==> config.mk <==
export PLATFORM = sky130hd
export DESIGN_NAME = bin_to_bcd_seq
export DESIGN_NICKNAME = d
export VERILOG_FILES = /design/src/rtl/bcd_pkg.sv /design/src/rtl/bcd_add3.sv /design/src/rtl/bin_to_bcd_seq.sv
export SDC_FILE = /design/constraint.sdc
export NUM_CORES = 1
export LEC_CHECK = 0
export ABC_CLOCK_PERIOD_IN_PS = 1300
export CAP_MARGIN = 20
export CORE_UTILIZATION = 49
export DETAILED_ROUTE_END_ITERATION = 8
export GPL_TIMING_DRIVEN = 0
export PLACE_DENSITY = 0.86
export RECOVER_POWER = 25
export REMOVE_ABC_BUFFERS = 1
export SYNTH_ARGS = -nofsm -noshare
export SYNTH_HDL_FRONTEND = slang
export SYNTH_SLANG_ARGS = --single-unit
==> constraint.sdc <==
create_clock -name clk -period 1.3 [get_ports clk]
set_input_delay 0.26 -clock clk [delete_from_list [all_inputs] [get_ports clk]]
set_output_delay 0.26 -clock clk [all_outputs]
set_load 0.05 [all_outputs]
==> src/rtl/bcd_pkg.sv <==
// Shared types and constants for the sequential binary-to-BCD converter.
package bcd_pkg;

  typedef logic [3:0] bcd_digit_t;

  localparam int unsigned DIGITS_INT     = 5;
  localparam int unsigned BCD_W          = 4 * DIGITS_INT;
  localparam int unsigned OUT_W          = 16;
  localparam bcd_digit_t  ADD3_THRESHOLD = 4'd5;
  localparam logic [15:0] BCD_MAX_4DIG   = 16'h9999;

  typedef enum logic [1:0] {
    IDLE  = 2'd0,
    SHIFT = 2'd1,
    DONE  = 2'd2
  } state_t;

endpackage

==> src/rtl/bcd_add3.sv <==
// Single-digit double-dabble corrector: adds 3 to any digit of 5 or more.
module bcd_add3
  import bcd_pkg::*;
(
  input  bcd_digit_t digit,
  output bcd_digit_t corrected
);

  assign corrected = (digit >= ADD3_THRESHOLD) ? bcd_digit_t'(digit + 4'd3) : digit;

endmodule

==> src/rtl/bin_to_bcd_seq.sv <==
// Sequential double-dabble binary-to-BCD converter, one input bit per clock.
// Optional build macro BIN_TO_BCD_SATURATE_EN clamps the output to 9999 on overflow.
module bin_to_bcd_seq
  import bcd_pkg::*;
#(
  parameter int unsigned WIDTH = 16
) (
  input  logic              clk,
  input  logic              rst,
  input  logic              start,
  input  logic [WIDTH-1:0]  bin,
  output logic              busy,
  output logic              done,
  output logic [OUT_W-1:0]  decimal_nybble,
  output logic              overflow
);

  localparam int unsigned CNT_W = $clog2(WIDTH + 1);

  state_t             state;
  state_t             state_next;
  logic [WIDTH-1:0]   shift_reg;
  logic [BCD_W-1:0]   bcd;
  logic [BCD_W-1:0]   bcd_adj;
  logic [CNT_W-1:0]   count;
  logic               load;
  logic               shift_en;
  logic               finish;
  logic [OUT_W-1:0]   result;
  logic               result_ovf;

  // Per-digit add-3 correction applied before every shift.
  for (genvar g = 0; g < DIGITS_INT; g++) begin : g_add3
    bcd_add3 u_add3 (
      .digit     (bcd[4*g +: 4]),
      .corrected (bcd_adj[4*g +: 4])
    );
  end

  always_ff @(posedge clk) begin
    if (rst) state <= IDLE;
    else     state <= state_next;
  end

  always_comb begin
    state_next = state;
    case (state)
      IDLE:    if (start) state_next = SHIFT;
      SHIFT:   if (count == CNT_W'(1)) state_next = DONE;
      DONE:    state_next = IDLE;
      default: state_next = IDLE;
    endcase
  end

  always_comb begin
    load     = 1'b0;
    shift_en = 1'b0;
    finish   = 1'b0;
    case (state)
      IDLE:    load     = start;
      SHIFT:   shift_en = 1'b1;
      DONE:    finish   = 1'b1;
      default: ;
    endcase
  end

  // Digit 4 only becomes non-zero for values of 10000 and above.
  assign result_ovf = (bcd[BCD_W-1 -: 4] != 4'd0);
`ifdef BIN_TO_BCD_SATURATE_EN
  assign result = result_ovf ? BCD_MAX_4DIG : bcd[OUT_W-1:0];
`else
  assign result = bcd[OUT_W-1:0];
`endif

  always_ff @(posedge clk) begin
    if (rst) begin
      shift_reg      <= '0;
      bcd            <= '0;
      count          <= '0;
      busy           <= 1'b0;
      done           <= 1'b0;
      decimal_nybble <= '0;
      overflow       <= 1'b0;
    end else begin
      done <= 1'b0;
      busy <= (state_next != IDLE);
      if (load) begin
        shift_reg <= bin;
        bcd       <= '0;
        count     <= CNT_W'(WIDTH);
      end else if (shift_en) begin
        bcd       <= {bcd_adj[BCD_W-2:0], shift_reg[WIDTH-1]};
        shift_reg <= {shift_reg[WIDTH-2:0], 1'b0};
        count     <= count - CNT_W'(1);
      end
      if (finish) begin
        done           <= 1'b1;
        decimal_nybble <= result;
        overflow       <= result_ovf;
      end
    end
  end

endmodule
# Word level (Yosys, flattened, before mapping)
# Cells that the tools add are included.
[op_classes]
add_sub_neg = 6
order_cmp = 5
n_eq_ne = 3
muxes = 16
n_reduce_logical = 5
[op_table]
columns = ["operator", "n"]
rows = [
  ["2-to-1 mux 16 bit", 2],
  ["greater-or-equal comparator 4 x 3 -> 1 bit (second input constant)", 5],
  ["adder 4 x 2 -> 4 bit (second input constant)", 4],
  ["2-to-1 mux 4 bit", 4],
  ["2-to-1 mux 5 bit", 2],
  ["equality test 5 x 1 -> 1 bit (second input constant)", 1],
  ["subtractor 5 x 1 -> 5 bit (second input constant)", 1],
  ["2-to-1 mux 1 bit", 4],
  ["2-to-1 mux 2 bit", 2],
  ["one-hot mux 2 bit (2 select lines)", 1],
  ["nonzero test 2 bit", 2],
  ["nonzero test 4 bit", 1],
  ["adder 3 x 2 -> 3 bit (second input constant)", 1],
  ["2-to-1 mux 3 bit", 1],
  ["equality test 2 x 1 -> 1 bit (second input constant)", 1],
  ["equality test 2 bit (second input constant)", 1],
  ["zero test 2 bit", 1],
  ["OR reduction 2 bit", 1],
]
[word_totals]
register_bits = 62
elab_cells = 44

# Longest topological paths before layout
# Gate-level depths: netlist of the first run.
[logic_depth]
word_depth = 4
mapped_depth = 6
mapped_depth_nobuf = 6

# Cells and area by module
# A second synthesis of the first run with hierarchy kept.
[hier_totals]
cells_unflattened = 359
hier_area_um2 = 2861.5
[by_module_without_submodules]
columns = ["mod", "instances", "cells_per_inst", "area_per_inst_um2", "seq_area_each_um2"]
rows = [
  ["bin_to_bcd_seq", 1, 279, 2354.8, 1241.2],
  ["bcd_add3", 5, 16, 101.3, 0.0],
]

# Least setup slack after synthesis of the first run
# OpenSTA, ideal clock, no wires.
[synth_path]
path_type = "reg2reg"
start = "register bcd[1]"
end = "register bcd[1]"
setup_ns = 0.070
arrival_time_ns = 1.278
t_required_ns = 1.230
path_slack_ns = -0.048
stages_incl_launch_ff = 7
path_buffers = 0
period_less_slack_ns = 1.348
path_cell_list = "dfxtp_1 > inv_1 > ha_1 > nand2b_1 > a2111oi_0 > a41oi_1 > a21oi_1"
[synth_via]
elab_chain_len = 2
[synth_lines]
columns = ["element", "line_no", "rtl"]
rows = [
  ["from (decl)", "bin_to_bcd_seq.sv:23", "logic [BCD_W-1:0] bcd;"],
  ["from (signal assigned)", "bin_to_bcd_seq.sv:92", "bcd <= {bcd_adj[BCD_W-2:0], shift_reg[WIDTH-1]};"],
  ["greater-or-equal comparator 4 x 3 -> 1 bit", "bcd_add3.sv:9", "assign corrected = (digit >= ADD3_THRESHOLD) ? bcd_digit_t'(digit + 4'd3) : digit;"],
  ["2-to-1 mux 4 bit", "bcd_add3.sv:9", ""],
]
# Every way passes these cells.
# A chain may end at the register's enable or synchronous reset.

# Worst setup path after layout of the first run
[layout_path]
start = "register bcd[6]"
end = "register bcd[8]"
[layout_via]
elab_chain_len = 2
[layout_lines]
columns = ["element", "line_no"]
rows = [
  ["adder 4 x 2 -> 4 bit or greater-or-equal comparator 4 x 3 -> 1 bit (tied branches)", "bcd_add3.sv:9"],
  ["2-to-1 mux 4 bit (*)", "bcd_add3.sv:9"],
]
# Mark *: on every way between the ends. The rest lies on a longest branch, timed or not.

==> impl_metrics.py, run 1 <==
metrics = {
    "worst_setup_path": {
        "crit_family": "compound AO/OA/AOI/OAI gates",
        "crit_arrival_ns": 1.71,
        "reg2reg_slack_ns": -0.16,
        "slowest_delay_ns": 0.47,
        "crit_slowest_cell": "dfxtp_2",
        "crit_path_end_kind": "flip-flop",
        "cpMostUsedCell": "a211oi_2",
        "crit_type": "reg -> reg",
        "path_cells": "o21ai_0 -> nor3b_2 -> a211oi_2 -> a211oi_2",
        "critPathRequiredTime_ns": 1.56,
        "worstPathMaxFanout": 8,
        "start_kind": "flip-flop",
        "crit_buf_inv": 0,
    },
    "route": {
        "first_pass_iters": 5,
        "viasPerCell": 6.23,
        "ant_nets": 0,
        "drc": 0,
        "vias": 2885,
        "routedWlPerCell_um": 20.6,
        "totalWireLength_um": 9550,
        "drtIter0Drc": 227,
    },
    "logic_synthesis": {
        "postSynthAreaPerCell_um2": 8.95,
        "synth_cell_types": 41,
        "synth_top_area_cell": "dfxtp_1",
        "ys_async_sr_fraction_pct": 0,
        "synth_xor_area_share_pct": 1.20,
        "synthCells": 325,
        "yosysSeqAreaShare_pct": 42.7,
        "synth_fa_ha_area_share_pct": 5.59,
        "synth-main-ff-cell": "dfxtp_1",
        "synth-compound-area-share_pct": 22.4,
        "ys_ff_latch": 62,
        "synthTopCellsByCount": "dfxtp_1, nand2_1, a21oi_1",
        "synth.most_common_cell": "dfxtp_1",
        "synth_edf_count": 0,
        "ys_warn_count": 0,
        "synth_top_area_share_pct": 42.7,
        "yosys.area_share.simple_pct": 17.7,
        "synth_mux_area_share_pct": 2.06,
        "synth_top_family_by_area": "compound AO/OA/AOI/OAI gates",
        "ys_top_cells_by_area": "dfxtp_1, a21oi_1, nand2_1",
        "syn_area_mm2": 0.00291,
    },
    "cts": {
        "h-tree-depth": 3,
        "cts_made_buffers": 9,
        "cts.sinks": 62,
        "cts_hold_buffers": 0,
        "clockBufferDepth": 2,
        "clk_pin_slew_ns": 0.07,
        "clk-insertion-delay-late_ns": 0.35,
        "cts_tree": "yes",
        "root_buffer": "clkbuf_8",
    },
    "cells_and_area": {
        "area_growth_pct": 43.6,
        "antenna_cells": 0,
        "fin_cells": 463,
        "nets": 419,
        "drive_above_1_share_pct": 47.6,
        "n_fill_cell": 346,
        "largest_reg_flops": 20,
    },
    "global_route": {
        "gr-usage-met2_pct": 43.4,
        "grt-busiest-layer": "met2",
        "met3_usage_pct": 8.51,
        "grt.met1_usage_pct": 27.9,
        "overflow": 0,
        "grt_max_degree": 46,
        "grtUsageTotal_pct": 25.5,
        "grt_pass1_wl_um": 12100,
        "grt_pass1_vias": 2594,
        "antenna_found_initial": 0,
    },
    "power": {
        "ir_worst_vdd_mv": 1.08,
        "cellPowerDensity_mw_per_mm2": 1120,
        "switchingPower_mw": 1.28,
        "swShare_pct": 27.3,
        "clockPowerShare_pct": 38.1,
        "p_leak_nw": 1.53,
        "p_int_mw": 3.40,
        "seq_power_share_pct": 43.7,
        "combPwrFrac_pct": 18.3,
    },
    "status": {
        "status": "finished, violations left",
        "failed_checks": "setup timing",
    },
    "timing": {
        "slew-limit-headroom_pct": 31.6,
        "hold_viol_final": 0,
        "drv_slew": 0,
        "tightest_slew_ns": 1.03,
        "tns_ns": -1.67,
        "max_freq_mhz": 687,
        "fin_ws_ns": -0.156,
        "finalCritPeriodShare_pct": 112,
        "finalSetupViolCount": 32,
        "fin_crit_ns": 1.46,
        "rsz0062_at_grt": "true",
        "finalClockSkew_ns": 0.00901,
    },
    "die": {
        "fp.dieW_um": 79.1,
        "die-area_mm2": 0.00625,
        "initial_utilization_pct": 51.9,
        "fp.dieH_um": 79.1,
        "core_mm2": 0.00561,
        "io_pins": 38,
        "num_rows": 27,
    },
    "job": {
        "drv_cap": 0,
    },
    "placement": {
        "place_hpwl_um": 3560,
        "portBuffers": 37,
        "gp_congestion": 0.786,
        "place_inst": 411,
    },
    "min_path": {
        "hold_path.class": "in -> reg",
    },
}
==> power by group through the flow <==
stage	Clock, mW	Combinational, mW	Sequential (mW)
final	1.78	0.854	2.04
after global routing	1.89	0.898	2.05
after CTS	1.77	0.639	2.03
after detailed placement	0	0.472	2.06
after global placement	0	0.434	2.06
after floorplan	0	0.284	2.06
==> tightest hold or removal path, stage by stage <==
cell            delay, ns
dlymetal6s2s_1       0.16
nand2_1              0.13
a21oi_1              0.08
==> metrics by stage <==
stage / worst slack [ns] / utilization [%] / power [mW] / cell area [um2] / hold slack [ns]
after floorplan: -1.44 / - / 2.35 / 2710 / 0.322
after global placement: -2.18 / 56.6 / 2.49 / 3170 / 0.443
after detailed placement: -1.34 / 57.3 / 2.53 / 3210 / 0.447
after CTS: -0.00269 / 67.3 / 4.44 / 3780 / 0.444
after global routing: -0.200 / 74.5 / 4.83 / 4180 / 0.338
final: -0.156 / 74.5 / 4.67 / 4180 / 0.346
==> path summary, 6_finish.rpt <==
path                                          from                  to  depth (start not counted)
worst min register to register  decimal_nybble[14]  decimal_nybble[14]                          2
worst max register to register              bcd[6]              bcd[8]                          4
worst min-delay path                         start            count[4]                          3
worst max-delay path                        bcd[6]              bcd[8]                          4
==> layout by cell type (no fill, tap or decap), types with 4 or more instances in the layout <==
master / instances
dfxtp_1: 46
nand2_1: 39
o21ai_0: 4
inv_4: 6
ha_1: 4
o21ai_1: 5
a211oi_2: 9
dfxtp_4: 6
buf_6: 9
ha_4: 8
a21oi_1: 25
a31oi_1: 5
buf_4: 24
clkdlybuf4s50_1: 16
nor2_1: 19
a22o_1: 5
a21oi_2: 21
buf_2: 19
a22oi_1: 15
clkbuf_8: 12
mux2i_1: 5
nand2b_4: 6
nand3_2: 5
dfxtp_2: 10
nand2_2: 10
==> layout make-up <==
type / count / area, um2 / area share [%]
inverter: 12 / 67.6 / 1.62
timing repair buffer: 73 / 632 / 15.1
clock inverter: 3 / 42.5 / 1.02
tap: 72 / 90.1 / 2.16
sequential: 62 / 1280 / 30.5
multi-input combinational: 229 / 1900 / 45.6
clock buffer: 12 / 165 / 3.95
==> kinds of logic (layout without fill, tap and decap cells) <==
family                   Yosys count  after routing
adder cells (fa/ha/maj)           13             13
XOR/XNOR                           4              4
AND/OR/NAND/NOR                  103            106
buffers and inverters             37            100
multiplexers                       6              6
AO/OA/AOI/OAI                    100            100
flip-flops                        62             62
==> layer usage <==
| metal | share of wire (%) | vias up |
|---|---|---|
| li1 | - | 1269 |
| met5 | 0 | - |
| met1 | 36 | 1333 |
| met2 | 49 | 199 |
| met3 | 7.9 | 84 |
| met4 | 6.9 | 0 |
==> what timing repair did <==
action,in CTS,in global routing
gates resized for setup,151,92
pin swaps,16,30
setup buffers,15,19
endpoints found under the setup margin,80,47
cloned,4,1
No activity file was read; power rests on OpenSTA's default activity.
==> inputs of run 2 (changes only) <==
--- a/config.mk
+++ b/config.mk
@@ -5,9 +5,9 @@
 export SDC_FILE = /design/constraint.sdc
 export NUM_CORES = 1
 export LEC_CHECK = 0
-export ABC_CLOCK_PERIOD_IN_PS = 1300
+export ABC_CLOCK_PERIOD_IN_PS = 1750
 export CAP_MARGIN = 20
-export CORE_UTILIZATION = 49
+export CORE_UTILIZATION = 51
 export DETAILED_ROUTE_END_ITERATION = 8
 export GPL_TIMING_DRIVEN = 0
 export PLACE_DENSITY = 0.86
==> constraint.sdc (replaced) <==
create_clock -name clk -period 1.75 [get_ports clk]
set_input_delay 0.35 -clock clk [delete_from_list [all_inputs] [get_ports clk]]
set_output_delay 0.35 -clock clk [all_outputs]
set_load 0.05 [all_outputs]
==> run 2 against run 1 <==
  * The flow now finishes without violations
  * Worst setup slack improved by 0.23 ns
  * Sequential share of layout area rose by 6.1 points
  * Wire length fell by 40%
  * Register-to-register slack improved by 0.23 ns
  * Highest routed layer unchanged
  * Hold slack improved by 0.11 ns
  * Power fell by 35%
  * Clock-buffer cell count did not move
==> impl_metrics.py, run 2 (same netlist as run 1, synthesis figures left out) <==
metrics = {
    "worst_setup_path": {
        "crit_slowest_cell": "a2111oi_0",
        "critPathRequiredTime_ns": 2.02,
        "worstPathMaxFanout": 5,
        "crit_arrival_ns": 1.94,
        "path_cells": "inv_1 -> ha_1 -> nand2b_1 -> a2111oi_0 -> a41oi_1 -> a21oi_1",
        "slowest_delay_ns": 0.50,
        "start_kind": "flip-flop",
        "crit_type": "reg -> reg",
        "crit_path_end_kind": "flip-flop",
    },
    "power": {
        "p_leak_nw": 1.29,
        "cellPowerDensity_mw_per_mm2": 890,
        "ir_worst_vdd_mv": 0.779,
    },
    "global_route": {
        "grtUsageTotal_pct": 20.1,
        "grt_pass1_wl_um": 9380,
        "grt_pass1_vias": 2183,
        "antenna_found_initial": 0,
        "grt_max_degree": 45,
        "overflow": 0,
    },
    "route": {
        "totalWireLength_um": 5740,
        "routedWlPerCell_um": 13.3,
        "first_pass_iters": 5,
        "vias": 2370,
        "drtIter0Drc": 82,
        "viasPerCell": 5.51,
        "ant_nets": 0,
        "drc": 0,
    },
    "cells_and_area": {
        "drive_above_1_share_pct": 11.5,
        "final_common_cell": "dfxtp_1",
        "largest_reg_flops": 20,
        "fin_area_mm2": 0.00339,
        "antenna_cells": 0,
        "fin_util_pct": 61.5,
        "nets": 385,
        "final_cell_mix": "dfxtp_1, nand2_1, a21oi_1",
        "area_growth_pct": 16.5,
        "n_fill_cell": 484,
    },
    "timing": {
        "drv_slew": 0,
        "finalClockSkew_ns": 0.00759,
        "finalSetupViolCount": 0,
        "holdWs_ns": 0.452,
        "slew-limit-headroom_pct": 45.4,
        "hold_viol_final": 0,
        "fin_crit_ns": 1.67,
        "tns_ns": 0,
        "tightest_slew_ns": 0.819,
        "finalCritPeriodShare_pct": 95.5,
        "max_freq_mhz": 598,
        "rsz0062_at_grt": "false",
    },
    "status": {
        "status": "complete, no violations",
    },
    "cts": {
        "h-tree-depth": 3,
        "clk_pin_slew_ns": 0.06,
        "clk-insertion-delay-late_ns": 0.34,
        "cts.sinks": 62,
        "cts_tree": "yes",
        "root_buffer": "clkbuf_8",
        "cts_made_buffers": 9,
        "clockBufferDepth": 2,
    },
    "die": {
        "num_rows": 27,
        "die-area_mm2": 0.00601,
        "io_pins": 38,
        "core_mm2": 0.00551,
        "fp.dieH_um": 77.5,
        "fp.dieW_um": 77.5,
        "initial_utilization_pct": 52.8,
    },
    "placement": {
        "place_hpwl_um": 3740,
        "place_area_mm2": 0.00321,
        "gp_congestion": 0.756,
        "portBuffers": 37,
    },
    "job": {
        "drv_cap": 0,
    },
    "min_path": {
        "hold_path.class": "reg -> reg",
    },
}
[run 2: area by class of cell]
type / count / area (um2) / area share [%]
Clock buffer: 12 / 165 / 4.87
Clock inverter: 4 / 20.0 / 0.591
Inverter: 12 / 45.0 / 1.33
Multi-Input combinational cell: 226 / 1430 / 42.1
Sequential cell: 62 / 1240 / 36.7
Tap cell: 72 / 90.1 / 2.66
Timing Repair Buffer: 42 / 399 / 11.8
[run 2: final timing paths]
| path | startpoint | end | slack (ns) | cells past startpoint |
|---|---|---|---|---|
| worst min register to register | decimal_nybble[3] | decimal_nybble[3] | 0.45 | 2 |
| worst min-delay path | decimal_nybble[3] | decimal_nybble[3] | 0.45 | 2 |
| worst max-delay path | bcd[8] | bcd[9] | 0.08 | 6 |
| worst max register to register | bcd[8] | bcd[9] | 0.08 | 6 |
[run 2: timing repair]
| item | 4_1_cts | 5_1_grt |
|---|---|---|
| setup buffers | 0 | 3 |
| hold endpoints to repair | 0 | 0 |
| hold buffers | 0 | 0 |
| gates resized for setup | 24 | 0 |
| setup endpoints to repair | 58 | 10 |
| pin swaps | 0 | 0 |
[run 2: power by group]
group | total (mW) | switching [mW] | internal [mW]
logic | 0.359 | 0.209 | 0.150
registers | 1.50 | 0.0390 | 1.46
clock network | 1.15 | 0.533 | 0.619
[run 2: metal layers]
| metal | up-vias | track usage [%] | wire [um] |
|---|---|---|---|
| li1 | 1196 | - | - |
| met1 | 1089 | 20.6 | 2440 |
| met2 | 72 | 35.8 | 2870 |
| met3 | 13 | 8.24 | 318 |
| met4 | 0 | 8.87 | 110 |
| met5 | - | 0 | 0 |
[run 2: stage by stage]
stage	worst slack, ns	instances	power [mW]
global route	0.0181	430	3.15
CTS	0.0225	427	3.04
floorplan	-0.991	300	1.74
global placement	-1.76	409	1.85
finish	0.0781	430	3.01
detailed placement	-0.921	411	1.88
[run 2: worst max-delay path, delay by kind of cell (launching register included)]
kind,cells,cell delay (ns)
AOI/OAI and AO/OA,3,0.76
adders and majority gates,1,0.23
buffers and inverters,1,0.14
DFF,1,0.34
and+or+nand+nor,1,0.12
